$ cat config.mk
export PLATFORM = sky130hd
export DESIGN_NAME = icache_dm_param
export DESIGN_NICKNAME = d
export VERILOG_FILES = /design/src/rtl/icache_dm_param.sv
export SDC_FILE = /design/constraint.sdc
export NUM_CORES = 2
export LEC_CHECK = 0
export BUFFER_PORTS_ARGS = -buffer_cell sky130_fd_sc_hd__buf_2
export CAP_MARGIN = 10
export CELL_PAD_IN_SITES_DETAIL_PLACEMENT = 1
export CELL_PAD_IN_SITES_GLOBAL_PLACEMENT = 1
export CORE_MARGIN = 1.5
export CORE_UTILIZATION = 55
export DETAILED_ROUTE_END_ITERATION = 10
export PLACE_DENSITY = 0.86
export SYNTH_ARGS = -nofsm -noshare
export SYNTH_HDL_FRONTEND = slang
export SYNTH_SLANG_ARGS = --single-unit
$ cat constraint.sdc
create_clock -name clk -period 5.7 [get_ports clk]
set_clock_uncertainty 0.15 [all_clocks]
set_input_delay 0.285 -clock clk [delete_from_list [all_inputs] [get_ports clk]]
set_output_delay 0.285 -clock clk [all_outputs]
set_load 0.02 [all_outputs]
$ cat src/rtl/icache_dm_param.sv
// icache_dm_param: parametrised direct-mapped instruction cache.
// Serves fetch requests with a zero-latency hit path. On a miss it fills the
// whole line from instruction memory, critical word first, and acks the
// requested word on the first returned beat (early restart).
//
// Optional feature macro: ICACHE_STATS_EN adds saturating hit/miss counters.
//
// Ports:
//   clk, rst            clock, asynchronous active-high reset
//   addr                fetch byte address (bits [1:0] ignored)
//   send_pulse          one-cycle fetch request, accepted only while ready=1
//   flush               one-cycle request to invalidate every line
//   inst, ack           instruction and its one-cycle valid pulse
//   ready               cache can accept send_pulse this cycle
//   mem_req, mem_addr   one-cycle memory read request, word-aligned address
//   mem_rdata,mem_valid memory read data and its one-cycle valid pulse
//   mem_busy            memory cannot accept mem_req
//   hit_cnt, miss_cnt   (ICACHE_STATS_EN only) saturating event counters
module icache_dm_param #(
    parameter int unsigned NUM_LINES      = 16,
    parameter int unsigned WORDS_PER_LINE = 4,
    parameter int unsigned ADDR_W         = 32
) (
    input  logic              clk,
    input  logic              rst,
    input  logic [ADDR_W-1:0] addr,
    input  logic              send_pulse,
    input  logic              flush,
    output logic [31:0]       inst,
    output logic              ack,
    output logic              ready,
    output logic              mem_req,
    output logic [ADDR_W-1:0] mem_addr,
    input  logic [31:0]       mem_rdata,
    input  logic              mem_valid,
    input  logic              mem_busy
`ifdef ICACHE_STATS_EN
    ,
    output logic [31:0]       hit_cnt,
    output logic [31:0]       miss_cnt
`endif
);

    localparam int unsigned OFF_W  = $clog2(WORDS_PER_LINE);
    localparam int unsigned IDX_W  = $clog2(NUM_LINES);
    localparam int unsigned WA_W   = ADDR_W - 2;
    localparam int unsigned LINE_W = WA_W - OFF_W;
    localparam int unsigned TAG_W  = LINE_W - IDX_W;
    localparam int unsigned PTR_W  = (OFF_W == 0) ? 1 : OFF_W;
    localparam int unsigned CNT_W  = OFF_W + 1;
    localparam int unsigned DA_W   = IDX_W + OFF_W;
    localparam int unsigned DEPTH  = NUM_LINES * WORDS_PER_LINE;

    typedef enum logic [1:0] {
        IDLE  = 2'd0,
        REQ   = 2'd1,
        WAIT  = 2'd2,
        DRAIN = 2'd3
    } state_t;

    state_t state, state_n;

    // Request address decode; the byte offset within a word is not used.
    logic [WA_W-1:0]   word_addr;
    logic [LINE_W-1:0] req_line;
    logic [IDX_W-1:0]  req_idx;
    logic [TAG_W-1:0]  req_tag;
    logic [PTR_W-1:0]  req_off;
    logic              unused_addr_bits;

    assign word_addr        = addr[ADDR_W-1:2];
    assign unused_addr_bits = ^addr[1:0];
    assign req_line         = LINE_W'(word_addr >> OFF_W);
    assign req_idx          = IDX_W'(req_line);
    assign req_tag          = TAG_W'(req_line >> IDX_W);
    // With single-word lines there is no offset; the pointer is pinned to 0.
    assign req_off          = (OFF_W == 0) ? '0 : PTR_W'(word_addr);

    // Line storage: valid bits are reset, tags and data are not.
    logic [NUM_LINES-1:0] valid;
    logic [TAG_W-1:0]     tag_mem  [NUM_LINES];
    logic [31:0]          data_mem [DEPTH];

    // Flat data-array index of word ptr within line idx.
    function automatic logic [DA_W-1:0] data_index(input logic [IDX_W-1:0] idx,
                                                   input logic [PTR_W-1:0] ptr);
        logic [31:0] flat;
        flat = (32'(idx) << OFF_W) + ((OFF_W == 0) ? 32'd0 : 32'(ptr));
        return DA_W'(flat);
    endfunction

    logic        hit;
    logic [31:0] rd_word;

    assign hit     = valid[req_idx] && (tag_mem[req_idx] == req_tag);
    assign rd_word = data_mem[data_index(req_idx, req_off)];

    // Miss context held for the duration of the fill.
    logic [LINE_W-1:0] m_line;
    logic [PTR_W-1:0]  m_ptr;
    logic [CNT_W-1:0]  fill_cnt;
    logic [IDX_W-1:0]  m_idx;
    logic [TAG_W-1:0]  m_tag;
    logic [PTR_W-1:0]  ptr_next;
    logic [WA_W-1:0]   mem_word;
    logic              last_beat;

    assign m_idx     = IDX_W'(m_line);
    assign m_tag     = TAG_W'(m_line >> IDX_W);
    assign ptr_next  = (OFF_W == 0) ? '0 : m_ptr + PTR_W'(1);
    assign mem_word  = (WA_W'(m_line) << OFF_W) | WA_W'(m_ptr);
    assign last_beat = (fill_cnt == CNT_W'(WORDS_PER_LINE - 1));

    logic miss_start;
    logic fill_beat;
    logic line_done;
    logic flush_clr;

    // State register.
    always_ff @(posedge clk or posedge rst) begin
        if (rst) begin
            state <= IDLE;
        end else begin
            state <= state_n;
        end
    end

    // Next state and combinational outputs.
    always_comb begin
        state_n    = state;
        ready      = 1'b0;
        ack        = 1'b0;
        inst       = '0;
        mem_req    = 1'b0;
        miss_start = 1'b0;
        fill_beat  = 1'b0;
        line_done  = 1'b0;
        flush_clr  = 1'b0;
        case (state)
            IDLE: begin
                ready = !flush;
                if (flush) begin
                    flush_clr = 1'b1;
                end else if (send_pulse) begin
                    if (hit) begin
                        ack  = 1'b1;
                        inst = rd_word;
                    end else begin
                        miss_start = 1'b1;
                        state_n    = REQ;
                    end
                end
            end
            REQ: begin
                if (flush) begin
                    flush_clr = 1'b1;
                    state_n   = IDLE;
                end else if (!mem_busy) begin
                    mem_req = 1'b1;
                    state_n = WAIT;
                end
            end
            WAIT: begin
                if (flush) begin
                    // A beat landing with the flush completes the transaction now.
                    if (mem_valid) begin
                        flush_clr = 1'b1;
                        state_n   = IDLE;
                    end else begin
                        state_n = DRAIN;
                    end
                end else if (mem_valid) begin
                    fill_beat = 1'b1;
                    if (fill_cnt == '0) begin
                        ack  = 1'b1;
                        inst = mem_rdata;
                    end
                    if (last_beat) begin
                        line_done = 1'b1;
                        state_n   = IDLE;
                    end else begin
                        state_n = REQ;
                    end
                end
            end
            DRAIN: begin
                if (mem_valid) begin
                    flush_clr = 1'b1;
                    state_n   = IDLE;
                end
            end
            default: state_n = IDLE;
        endcase
    end

    assign mem_addr = mem_req ? {mem_word, 2'b00} : '0;

    // Valid bits: flush clears all, a miss drops its line until fully refilled.
    always_ff @(posedge clk or posedge rst) begin
        if (rst) begin
            valid <= '0;
        end else if (flush_clr) begin
            valid <= '0;
        end else if (miss_start) begin
            valid[req_idx] <= 1'b0;
        end else if (line_done) begin
            valid[m_idx] <= 1'b1;
        end
    end

    // Fill bookkeeping.
    always_ff @(posedge clk or posedge rst) begin
        if (rst) begin
            m_line   <= '0;
            m_ptr    <= '0;
            fill_cnt <= '0;
        end else if (miss_start) begin
            m_line   <= req_line;
            m_ptr    <= req_off;
            fill_cnt <= '0;
        end else if (fill_beat) begin
            m_ptr    <= ptr_next;
            fill_cnt <= fill_cnt + CNT_W'(1);
        end
    end

    // Tag and data arrays.
    always_ff @(posedge clk) begin
        if (fill_beat) begin
            data_mem[data_index(m_idx, m_ptr)] <= mem_rdata;
        end
        if (line_done) begin
            tag_mem[m_idx] <= m_tag;
        end
    end

`ifdef ICACHE_STATS_EN
    // Saturating event counters; only reset clears them.
    always_ff @(posedge clk or posedge rst) begin
        if (rst) begin
            hit_cnt  <= '0;
            miss_cnt <= '0;
        end else begin
            if (ack && (state == IDLE) && (hit_cnt != '1)) begin
                hit_cnt <= hit_cnt + 32'd1;
            end
            if (miss_start && (miss_cnt != '1)) begin
                miss_cnt <= miss_cnt + 32'd1;
            end
        end
    end
`endif

endmodule

## Word level (Yosys, flattened, before mapping)

Memories as Yosys holds them, arrays and structs flattened.
Index checks and enable logic that the tools add are counted.

- Add/subtract/negate cells: 4
- Magnitude comparators: 4
- Equal/unequal tests: 11
- Mux-type cells: 61
- Bitwise logic cells: 4
- Reduce and logical (&&, ||, !) cells: 10

Operator list:

| kind | number |
|---|---|
| 2-to-1 mux 32 bit | 7 |
| case mux 32 bit (2 select lines) | 1 |
| 2-to-1 mux 16 bit | 3 |
| 2-to-1 mux 1 bit | 31 |
| bitwise OR 30 x 2 -> 30 bit | 1 |
| equality test 24 bit | 1 |
| 2-to-1 mux 2 bit | 11 |
| AND 16 bit | 1 |
| NOT 16 bit | 1 |
| bitwise OR 16 bit | 1 |
| adder 6 x 2 -> 6 bit | 2 |
| less-than comparator 4 x 5 -> 1 bit (second input constant) | 2 |
| demux 1 bit (select 4 bit) | 2 |
| >= comparator 4 x 1 -> 1 bit (second input constant) | 2 |
| inequality test 2 bit (second input constant) | 4 |
| case mux 2 bit (4 select lines) | 1 |
| 2-to-1 mux 3 bit | 2 |
| inequality test 3 bit (second input constant) | 2 |
| AND reduction 6 bit | 1 |
| binary-select mux 1 bit (select 4 bit) | 1 |
| equality test 2 bit (second input constant) | 2 |
| adder 3 x 1 -> 3 bit (second input constant) | 1 |
| equality test 3 x 2 -> 1 bit (second input constant) | 1 |
| logical AND 1 bit | 3 |
| 10 further kinds | 10 |

- Register bits after elaboration: 51
- Memory bits (writable): 2432
- Input port bits: 70
- Output and inout bits: 67
- Logic and storage cells: 101
- Memories: 2

Memories:

| name | depth | width | rd ports | clocked after Yosys merged registers in | write ports | line | source |
|---|---|---|---|---|---|---|---|
| data_mem | 64 | 32 | 1 | 0 | 1 | 82 | `logic [31:0] data_mem [DEPTH];` |
| tag_mem | 16 | 24 | 1 | 0 | 1 | 81 | `logic [TAG_W-1:0] tag_mem [NUM_LINES];` |

## Longest topological paths before layout

- Depth after elaboration: 9
- Mapped depth: 17
- Mapped depth without buffers: 9

## Worst setup path after synthesis

OpenSTA, ideal clock, no wires.

- Path kind: input-to-output
- Start point: input port addr[5]
- End point: output port inst[10]
- Arrival: 3.457 ns
- Required time: 5.265 ns
- Slack: 1.808 ns
- Stages on the path: 14
- Path buffers: 5
- Cell sequence: buf_6 > buf_6 > buf_2 > mux4_2 > a22oi_1 > o21ai_1 > xor2_1 > nor4_1 > nand3_1 > or4_1 > buf_2 > or2_2 > clkbuf_2 > o21ai_0

- Word-level cells in the longest chain between the ends: 7
- Elaborated cells between the ends (all ways): 11
- Classes of those cells: add/sub: 1; eq/ne: 1; mux: 6; reduce/logical: 1; memory: 2

RTL lines:

| element | line | source |
|---|---|---|
| start, declared | 26 | `input logic [ADDR_W-1:0] addr,` |
| branches (longest 3 deep; another with memory read (64 x 32 bit)) | - |  |
| 2-to-1 mux 32 bit (*) | 145 | `if (hit) begin` |
| 2-to-1 mux 32 bit (*) | 144 | `end else if (send_pulse) begin` |
| 2-to-1 mux 32 bit (*) | 142 | `if (flush) begin` |
| case mux 32 bit (2 select lines) (*) | 139 | `case (state)` |
| end, declared | 29 | `output logic [31:0] inst,` |

Every way passes the cells marked *. The select of a mux whose other input is x is not followed.

## Worst setup path in the final report

- Start point: memory tag_mem[1][9] (netlist name)
- End point: output port inst[25]

- Word-level cells in the longest chain between the ends: 7

RTL lines:

| element | line | source |
|---|---|---|
| start, declared | 81 |  |
| memory read (16 x 24 bit) | - |  |
| equality test 24 bit | 95 | `assign hit = valid[req_idx] && (tag_mem[req_idx] == req_tag);` |
| logical AND 1 bit | 95 |  |
| 2-to-1 mux 32 bit | 145 |  |
| 2-to-1 mux 32 bit | 144 |  |
| 2-to-1 mux 32 bit | 142 |  |
| case mux 32 bit (2 select lines) | 139 |  |

No other way between the ends.

==> flow_summary.json <==
{
  "clkLatencyLatePin_ns": 0.92,
  "initial_core_util_pct": 55.6,
  "crit_path_frequent_cell": "mux2i_1",
  "antenna_found_initial": 8,
  "die_area_um2": 176000,
  "cts_tree": "built",
  "mostFrequentLayoutCell": "edfxtp_1",
  "post-place-cells": 6642,
  "grt_use_total_pct": 37.4,
  "via_per_inst": 7.40,
  "h-tree-depth": 4,
  "hpwl_mm": 171,
  "cp_slowest_cell": "or4_1",
  "coreArea_um2": 172000,
  "worstSetupPathType": "reg -> out",
  "regArea_um2": 74300,
  "layout_common_cells": "2,432 x edfxtp_1, 646 x mux4_2, 231 x clkbuf_16, 185 x buf_4, 126 x buf_2",
  "vdd_drop_max_mv": 0.346,
  "fillCellCount": 13700,
  "critical_path_depth": 10,
  "async_flop_share_pct": 2.05,
  "chipWidth_um": 420,
  "fin_util_pct": 63.3,
  "crit_arrival_ns": 5.19,
  "routedWlPerCell_um": 45.5,
  "grt_pass1_vias": 54800,
  "multi_input_area_um2": 20800,
  "power_density_nw_per_um2": 367,
  "worst_slew_pin_slew_ns": 1.41,
  "rows": 152,
  "drc_errors": 0,
  "yosys_warnings": 0,
  "fmax_mhz": 178,
  "area_growth_pct": 13.9,
  "slew_viol_final": 0,
  "maxCapViolCount": 0,
  "die_h_um": 420,
  "globalRoute.totalOverflow": 0,
  "drive_above_1_share_pct": 30.7,
  "p_leak_uw": 0.0345,
  "yosys_register_bits": 2483,
  "cts_root_buf": "clkbuf_16",
  "io_buffers": 132,
  "synth.distinct_cells": 71,
  "required_ns": 5.27,
  "instances_no_fill": 7141,
  "post-place-ws_ns": 0.259,
  "syn_area_um2": 95700,
  "syn_inst": 4222,
  "grt_pass1_wl_mm": 447,
  "globalplace.congestion": 0.867,
  "cts_setup_buffers": 0,
  "grt_max_degree": 82,
  "ys.flop_type": "edfxtp_1",
  "period_share_pct": 98.7,
  "outcome": "finished clean",
  "cp-end-kind": "output pin",
  "hold_viol": 0,
  "ant_nets": 0,
  "hp-class": "in -> reg",
  "path_max_fanout": 24,
  "vias": 52800,
  "clk_pin_slew_worst_paths_ns": 0.07,
  "drt_first_pass_iters": 8,
  "crit_chain": "mux4_2, mux2i_1, a2bb2oi_1, mux2i_1, nor4_2, nand3_1, or4_1, or2_4, o21ai_0, buf_2",
  "worstHoldPathCells": 1,
  "r2r_cells": 10,
  "slew_headroom_pct": 5.97,
  "cp-start-kind": "register",
  "clock_sinks": 2483,
  "power.total_uw": 40000,
  "ys_seq_area_share_pct": 77.7,
  "drtIter0Drc": 9556,
  "worst_path_dominant_cell_family": "simple AND/OR/NAND/NOR gates",
  "syn_area_per_cell_um2": 22.7,
  "path_buf_inv": 1,
  "fin_ws_ns": 0.0727,
  "setup_violations": 0,
  "wl_mm": 325,
  "min_period_ns": 5.63,
  "slowest_delay_ns": 0.79,
  "cts_buffer_depth": 3,
  "finalNetCount": 4700,
  "numCtsBuffers": 231,
  "ios": 137,
  "synth_edf_count": 2432
}
final cells by class:
type | instances | area share [%]
tap | 2310 | 2.65
inverter | 16 | 0.0551
clock inverter | 156 | 1.52
multi-input combinational | 1498 | 19.1
timing repair buffer | 397 | 2.95
antenna | 3 | 0.00689
sequential | 2483 | 68.2
clock buffer | 278 | 5.53
kinds of logic (layout without fill, tap and decap cells):
kind of cell,count (synthesis),after routing,share of synthesized area (%)
AOI/OAI and AO/OA,314,314,2.14
xor gates and xnor gates,23,23,0.211
adders and majority gates,3,3,0.0392
buffers and inverters,242,847,1.20
DFF,2483,2483,77.7
muxes,804,804,17.0
other,1,5,0.00392
and+or+nand+nor,352,352,1.75
Yosys cell counts (all sizes together), types with 11 or more instances:
| cell type | n | area (um^2) |
|---|---|---|
| xnor2 | 12 | 105 |
| nor2 | 124 | 465 |
| inv | 15 | 56.3 |
| a22o | 14 | 123 |
| a31oi | 13 | 81.3 |
| a21oi | 20 | 100 |
| mux2i | 107 | 1070 |
| dfrtp | 51 | 1280 |
| edfxtp | 2432 | 73000 |
| clkbuf | 108 | 408 |
| o22ai | 125 | 782 |
| a211oi | 11 | 82.6 |
| buf | 118 | 684 |
| and2 | 32 | 200 |
| mux2 | 51 | 627 |
| nor3 | 21 | 105 |
| a22oi | 16 | 120 |
| o21ai | 66 | 330 |
| xor2 | 11 | 96.3 |
| mux4 | 646 | 14500 |
| nand4 | 11 | 68.8 |
| nand3 | 18 | 90.1 |
| nand2 | 86 | 323 |
state kept, by name, summed over array words and instances, names as in the netlist:
signal,cells
state,2
fill_cnt,3
m_ptr,2
data_mem,2048
tag_mem,384
valid,16
m_line,28
through the flow:
| step | TNS [ns] | hold slack, ns | cell area (um^2) |
|---|---|---|---|
| after global placement | 0 | 0.385 | 101000 |
| after CTS | 0 | 0.00232 | 109000 |
| final | 0 | 0.0474 | 109000 |
| after detailed placement | 0 | 0.405 | 101000 |
| after global routing | -0.0190 | 0.0623 | 109000 |
| after floorplan | 0 | 0.234 | 95700 |
worst paths after layout:
path                                          to     startpoint  slack, ns
min in group asynchronous              m_line[3]            rst       0.06
worst min-delay path            data_mem[30][16]  mem_rdata[16]       0.05
max in group asynchronous             m_line[25]            rst       4.65
worst max register to register        m_line[20]  tag_mem[5][3]       1.11
worst max-delay path                    inst[25]  tag_mem[1][9]       0.07
worst min register to register       fill_cnt[2]    fill_cnt[2]       0.47
report_power, final:
group | switching, uW | total, uW | internal, uW | leakage (uW)
clock | 7510 | 16200 | 8660 | 0.00373
combinational | 1680 | 2590 | 914 | 0.00832
sequential | 587 | 21200 | 20600 | 0.0225
total | 9770 | 40000 | 30200 | 0.0345
layer usage:
| layer | wire [um] | GRT usage [%] |
|---|---|---|
| met5 | 75 | 0 |
| met4 | 26700 | 25.6 |
| met3 | 43800 | 9.91 |
| met2 | 154000 | 58.4 |
| met1 | 101000 | 46.3 |
worst reg2reg max path, delay by kind of cell, from the launching register on:
| kind | cells | cell delay (ns) |
|---|---|---|
| DFF | 1 | 0.40 |
| muxes | 2 | 0.90 |
| and+or+nand+nor | 7 | 2.44 |
| buffers and inverters | 1 | 0.49 |
timing repair:
item,4_1_cts,5_1_grt
pin swaps,0,0
hold buffers,47,5
setup endpoints to repair,23,1
resized for setup,1,1
cloned,0,0
hold endpoints to repair,726,246
No activity file was read; power rests on OpenSTA's default activity.
